### src/rtl/antares_fetch_unit_if.sv
// antares_fetch_unit_if: instruction-memory fetch bus between the fetch unit and imem.
//   imem_address  32  fetch address (word aligned), driven by master
//   imem_request   1  fetch request, held with stable address until imem_ready
//   imem_ready     1  one-cycle pulse from slave: imem_data valid, request complete
//   imem_data     32  fetched instruction, driven by slave
interface antares_fetch_unit_if;
    logic [31:0] imem_address;
    logic        imem_request;
    logic        imem_ready;
    logic [31:0] imem_data;
    modport master (output imem_address, imem_request, input imem_ready, imem_data);
    modport slave (input imem_address, imem_request, output imem_ready, imem_data);
endinterface

### src/rtl/antares_fetch_unit.sv
// antares_fetch_unit: instruction-fetch stage owning the PC, one outstanding imem request,
// one instruction per cycle to IF/ID, delay-slot aware branch redirect, exception redirect.
//   clk, rst            clock, synchronous active-high reset
//   imem                fetch bus (master side)
//   id_stall_i          ID stalled, IF/ID holds
//   id_is_branch_i      instruction in ID has a delay slot
//   id_branch_taken_i   branch/jump in ID is taken, target id_branch_target_i
//   exc_redirect_i      exception/ERET redirect to exc_vector_i, highest priority
//   if_instruction_o    instruction to IF/ID (0 when stalled)
//   if_pc_add4_o        presented PC + 4
//   if_exception_pc_o   presented PC
//   if_is_bds_o         presented instruction is a delay slot
//   if_stall_o          no valid instruction this cycle
module antares_fetch_unit #(
    parameter logic [31:0] RESET_VECTOR = 32'hBFC0_0000
) (
    input  logic                        clk,
    input  logic                        rst,
    antares_fetch_unit_if.master        imem,
    input  logic                        id_stall_i,
    input  logic                        id_is_branch_i,
    input  logic                        id_branch_taken_i,
    input  logic [31:0]                 id_branch_target_i,
    input  logic                        exc_redirect_i,
    input  logic [31:0]                 exc_vector_i,
    output logic [31:0]                 if_instruction_o,
    output logic [31:0]                 if_pc_add4_o,
    output logic [31:0]                 if_exception_pc_o,
    output logic                        if_is_bds_o,
    output logic                        if_stall_o
);
    typedef enum logic [1:0] {FETCH, HOLD, DISCARD} state_t;
    state_t      state_q, state_d;
    logic [31:0] pc_q, pc_d, hold_q, hold_d, target_q, target_d, stale_q, stale_d;
    logic        branch_pending_q, branch_pending_d, bds_pending_q, bds_pending_d;
    logic        present, valid, consume;
    logic [31:0] next_pc;

    // In DISCARD the abandoned request keeps its original address until memory completes it.
    assign imem.imem_address = state_q == DISCARD ? stale_q : pc_q;
    assign imem.imem_request = !rst && state_q != HOLD;
    assign if_stall_o        = !valid;
    assign if_instruction_o  = !valid ? 32'd0 : state_q == HOLD ? hold_q : imem.imem_data;
    assign if_exception_pc_o = pc_q;
    assign if_pc_add4_o      = pc_q + 32'd4;
    assign if_is_bds_o       = !rst && (id_is_branch_i || bds_pending_q);

    always_comb begin
        present          = (state_q == FETCH && imem.imem_ready) || state_q == HOLD;
        valid            = !rst && present && !exc_redirect_i;
        consume          = valid && !id_stall_i;
        next_pc          = (id_branch_taken_i && !id_stall_i) ? id_branch_target_i :
                           branch_pending_q ? target_q : pc_q + 32'd4;
        state_d          = state_q;
        pc_d             = pc_q;
        hold_d           = hold_q;
        target_d         = target_q;
        stale_d          = stale_q;
        branch_pending_d = branch_pending_q;
        bds_pending_d    = bds_pending_q;
        if (exc_redirect_i) begin
            pc_d             = exc_vector_i;
            hold_d           = 32'd0;
            branch_pending_d = 1'b0;
            bds_pending_d    = 1'b0;
            stale_d          = state_q == FETCH ? pc_q : stale_q;
            state_d          = (state_q != HOLD && !imem.imem_ready) ? DISCARD : FETCH;
        end else if (consume) begin
            pc_d             = next_pc;
            state_d          = FETCH;
            branch_pending_d = 1'b0;
            bds_pending_d    = 1'b0;
        end else begin
            if (state_q == FETCH && imem.imem_ready) begin
                hold_d  = imem.imem_data;
                state_d = HOLD;
            end
            if (state_q == DISCARD && imem.imem_ready) state_d = FETCH;
            // Reaching here with id_stall_i low means IF had nothing to give: the branch
            // leaves ID before its delay slot, so remember it for when the slot arrives.
            if (id_branch_taken_i && !id_stall_i) begin
                branch_pending_d = 1'b1;
                target_d         = id_branch_target_i;
            end
            if (id_is_branch_i && !id_stall_i) bds_pending_d = 1'b1;
        end
    end

    always_ff @(posedge clk) begin
        if (rst) begin
            state_q          <= FETCH;
            pc_q             <= RESET_VECTOR;
            hold_q           <= 32'd0;
            target_q         <= 32'd0;
            stale_q          <= 32'd0;
            branch_pending_q <= 1'b0;
            bds_pending_q    <= 1'b0;
        end else begin
            state_q          <= state_d;
            pc_q             <= pc_d;
            hold_q           <= hold_d;
            target_q         <= target_d;
            stale_q          <= stale_d;
            branch_pending_q <= branch_pending_d;
            bds_pending_q    <= bds_pending_d;
        end
    end
endmodule

### src/flat_wrapper.sv
// flat-port wrapper written by rule: the top's interface ports become plain ports
module antares_fetch_unit_flat 
#(
    parameter logic [31:0] RESET_VECTOR = 32'hBFC0_0000
)
  (clk, rst, id_stall_i, id_is_branch_i, id_branch_taken_i, id_branch_target_i, exc_redirect_i, exc_vector_i, if_instruction_o, if_pc_add4_o, if_exception_pc_o, if_is_bds_o, if_stall_o, imem_imem_address, imem_imem_request, imem_imem_ready, imem_imem_data);
  antares_fetch_unit_if imem_i ();
  input  logic clk;
  input  logic rst;
  input  logic id_stall_i;
  input  logic id_is_branch_i;
  input  logic id_branch_taken_i;
  input  logic [31:0] id_branch_target_i;
  input  logic exc_redirect_i;
  input  logic [31:0] exc_vector_i;
  output logic [31:0] if_instruction_o;
  output logic [31:0] if_pc_add4_o;
  output logic [31:0] if_exception_pc_o;
  output logic if_is_bds_o;
  output logic if_stall_o;
  output wire logic [$bits(imem_i.imem_address)-1:0] imem_imem_address;
  output wire logic [$bits(imem_i.imem_request)-1:0] imem_imem_request;
  input wire logic [$bits(imem_i.imem_ready)-1:0] imem_imem_ready;
  input wire logic [$bits(imem_i.imem_data)-1:0] imem_imem_data;
  assign imem_imem_address = imem_i.imem_address;
  assign imem_imem_request = imem_i.imem_request;
  assign imem_i.imem_ready = imem_imem_ready;
  assign imem_i.imem_data = imem_imem_data;
  antares_fetch_unit #(.RESET_VECTOR(RESET_VECTOR)) u_core (.clk(clk), .rst(rst), .imem(imem_i), .id_stall_i(id_stall_i), .id_is_branch_i(id_is_branch_i), .id_branch_taken_i(id_branch_taken_i), .id_branch_target_i(id_branch_target_i), .exc_redirect_i(exc_redirect_i), .exc_vector_i(exc_vector_i), .if_instruction_o(if_instruction_o), .if_pc_add4_o(if_pc_add4_o), .if_exception_pc_o(if_exception_pc_o), .if_is_bds_o(if_is_bds_o), .if_stall_o(if_stall_o));
endmodule
### config.mk
export PLATFORM = sky130hd
export DESIGN_NAME = antares_fetch_unit_flat
export DESIGN_NICKNAME = d
export VERILOG_FILES = /design/src/rtl/antares_fetch_unit_if.sv /design/src/rtl/antares_fetch_unit.sv /design/src/flat_wrapper.sv
export SDC_FILE = /design/constraint.sdc
export NUM_CORES = 1
export LEC_CHECK = 0
export CORE_MARGIN = 2
export CORE_UTILIZATION = 25
export CTS_CLUSTER_DIAMETER = 200
export DETAILED_ROUTE_END_ITERATION = 6
export PLACE_DENSITY = 0.54
export SETUP_SLACK_MARGIN = 0.4
export SLEW_MARGIN = 20
export SYNTH_ARGS = -nofsm -noshare
export SYNTH_HDL_FRONTEND = slang
export SYNTH_SLANG_ARGS = --single-unit
### constraint.sdc
create_clock -name clk -period 7.55 [get_ports clk]
set_clock_uncertainty 0.15 [all_clocks]
set_input_delay 2.265 -clock clk [delete_from_list [all_inputs] [get_ports clk]]
set_output_delay 2.265 -clock clk [all_outputs]
set_load 0.005 [all_outputs]
==> flow_summary.toml <==
[pwr]
p_per_area_mw_per_mm2 = 191.1
total_leakage_power_nw = 3.740
report.power.total_mw = 1.986
ir_drop_uv = 109.9

[worst_setup_path]
cp.arrival_ns = 4.12
cp_cell_sequence = "clkdlybuf4s50_1 -> o21ba_2 -> nand3_1 -> buf_4 -> a21oi_1 -> clkdlybuf4s50_1"
endpoint = "if_instruction_o[14]"
critPathKind = "in2out"
max_stage_delay_ns = 0.61
r2r-start = "u_core.if_exception_pc_o[2]"
path_common_cell = "clkdlybuf4s50_1"
crit_path_max_fanout = 33
r2r_setup_slack_ns = 4.87
worstPathRequired_ns = 5.14
worst_setup_path_start_kind = "primary input"
reg2regPathDepth = 5
slowest_stage = "clkdlybuf4s50_1"
crit_path_end_kind = "output pin"
reg2reg_to = "u_core.if_exception_pc_o[21]"
critPathLaunch = "imem_imem_ready"

[layout]
fin_util_pct = 36.31
syn_to_final_growth_pct = 43.33
final_cells = 1575
antenna_cells = 0
final_area_mm2 = 0.01039
fill_cells = 2984
layout_common_cells = "292 x nand2_1, 232 x clkdlybuf4s50_1, 155 x a21oi_1"
layout.nets = 1283
final_common_cell = "nand2_1"
drive_above_1_share_pct = 8.984

[placement]
placedCellCount = 1544
portBuffers = 233
place_area_mm2 = 0.009829
post-dp-hpwl_um = 19600
place_ws_ns = 1.031
gp_congestion = 0.8023

[detailed_routing]
drt_iter0_drc = 481
met2WireLength_um = 13360
m1WireLength_um = 12930
vias_per_cell = 4.851
drt-pass1-iter-count = 5
wire_per_inst_um = 18.18
wl_um = 28630
top_layer = "met5"
wl_met3_um = 2026
remaining_drc_errors = 0
num_vias = 7641
drt.antenna.violating_nets = 0

[floorplanning]
dieArea_mm2 = 0.03038
die_h_um = 174.3
rows = 62
core_region_area_mm2 = 0.02863
fp.dieW_um = 174.3
start_util_pct = 25.33
io-pin-count = 234

[clocking]
htree_num_levels = 4
clock_sinks = 132
tritoncts = "done"
numCtsBuffers = 17
post_cts_resized = 0
hold_buffers = 0
clk_latency_ns = 0.42
clk_pin_slew_ns = 0.06
postCtsSetupBuffers = 0
clock_path_buffers = 2
root_buffer = "clkbuf_16"

[logic_synthesis]
synth_cell_types = 64
synth_top_cell_area_share_pct = 36.45
synth_largest_area_cell = "dfxtp_1"
synth_cells = 1004
synth.area.top_cells = "dfxtp_1 36%, nand2_1 15%, a21oi_1 11%, mux2_2 5.1%, clkbuf_1 3.4%"
avgSynthCellArea_um2 = 7.222
mappedNetlistArea_mm2 = 0.007251
async_reset_ff_share_pct = 0
ys.flop_type = "dfxtp_1"
synth_edf_count = 0
ys_seq_area_share_pct = 36.45
syn_nets = 1108
synth_warnings = 0
ys_ff_latch = 132

[global_routing]
grt_pass1_wl_um = 44280
gr-total-overflow = 0
grt_max_degree = 83
grt_pass1_vias = 7415
grt.total_usage_pct = 18.70
grt_antenna_before_repair = 2

[timing]
worstMarginPinSlew_ns = 1.047
hold_viol = 0
rsz0062_at_grt = "false"
finalMaxSlewViolations = 0
finalSetupViolCount = 0
fin_ws_ns = 1.013
period_needed_ns = 6.537
clock.fmax_mhz = 153.0
hold_ws_ns = 0.2990
setup_tns_ns = 0
slew_headroom_pct = 30.22
period_share_pct = 86.59

[hold_path]
worstHoldPathType = "reg2reg"

[run]
maxCapViolations = 0

[outcome]
outcome = "completed"
## cell usage after synthesis, types with 3 or more instances
library cell	number
nand2_1	293
a21oi_1	156
dfxtp_1	132
clkbuf_1	65
mux2_2	33
nor2_1	31
nand3_1	30
o21ai_0	22
buf_2	17
xnor2_1	17
a211oi_1	15
and3_1	15
inv_1	12
nand2b_1	11
nand4_1	11
nor3_1	11
a31oi_1	10
buf_1	9
o221ai_1	9
xor2_1	9
mux2i_1	6
o21bai_1	6
and4_1	5
a211o_1	4
o21a_1	4
a221oi_1	3
and2_1	3
clkbuf_2	3
nand4b_1	3
nor2b_1	3
nor3b_1	3
nor4_1	3
o211ai_1	3
or2_2	3
or3_1	3
## worst min path at each step
stage / cells after the start / slack [ns] / to / from
4_1_cts: 2 / 0.30 / u_core.target_q[17] / u_core.target_q[17]
3_5_place_dp: 2 / 0.29 / u_core.target_q[17] / u_core.target_q[17]
6_report: 2 / 0.30 / u_core.target_q[16] / u_core.target_q[16]
3_3_place_gp: 2 / 0.29 / u_core.target_q[26] / u_core.target_q[26]
5_1_grt: 2 / 0.31 / u_core.target_q[19] / u_core.target_q[19]
2_1_floorplan: 2 / 0.28 / u_core.target_q[7] / u_core.target_q[7]
## layer usage
metal,track usage (%),up-vias
met5,0,-
met2,31.04,265
li1,-,3802
met1,24.44,3547
met3,4.878,23
met4,3.817,4
## worst max-delay path, delay by kind of cell
| kind | cells | cell delay [ns] |
|---|---|---|
| AOI/OAI and AO/OA | 2 | 0.38 |
| and+or+nand+nor | 1 | 0.09 |
| buffers and inverters | 3 | 1.37 |
## sequential cells by signal, indices dropped and copies added, names as in the netlist
register and cells:
u_core.branch_pending_q 1, u_core.if_exception_pc_o 32, u_core.stale_q 32, u_core.bds_pending_q 1, u_core.hold_q 32, u_core.target_q 32, u_core.state_q 2
## kinds of logic (layout without fill, tap and decap cells)
kind of cell / after synthesis / after routing / synth area share [%]
flops: 132 / 132 / 36.45
xor+xnor: 26 / 26 / 3.141
simple gates: 443 / 443 / 27.56
compound gates: 254 / 254 / 20.64
fa+ha+maj: 1 / 1 / 0.1725
mux: 39 / 39 / 5.953
buf+inv: 109 / 296 / 6.091
## layout make-up
class / instances / area [um2] / share of cell area [%]
Clock inverter: 11 / 103.9 / 0.9993
Timing Repair Buffer: 252 / 2472 / 23.79
Clock buffer: 20 / 456.7 / 4.394
Tap cell: 384 / 480.5 / 4.623
Multi-Input combinational cell: 763 / 4188 / 40.30
Sequential cell: 132 / 2643 / 25.43
Inverter: 13 / 48.80 / 0.4695
## power by group
| group | internal [mW] | switching [mW] | leakage [nW] | total, mW |
|---|---|---|---|---|
| Combinational | 0.213 | 0.189 | 2.39 | 0.402 |
| Sequential | 0.733 | 0.0491 | 1.08 | 0.782 |
| Clock | 0.471 | 0.332 | 0.273 | 0.802 |
| Total | 1.42 | 0.570 | 3.74 | 1.99 |
(Power assumes the default switching activity.)
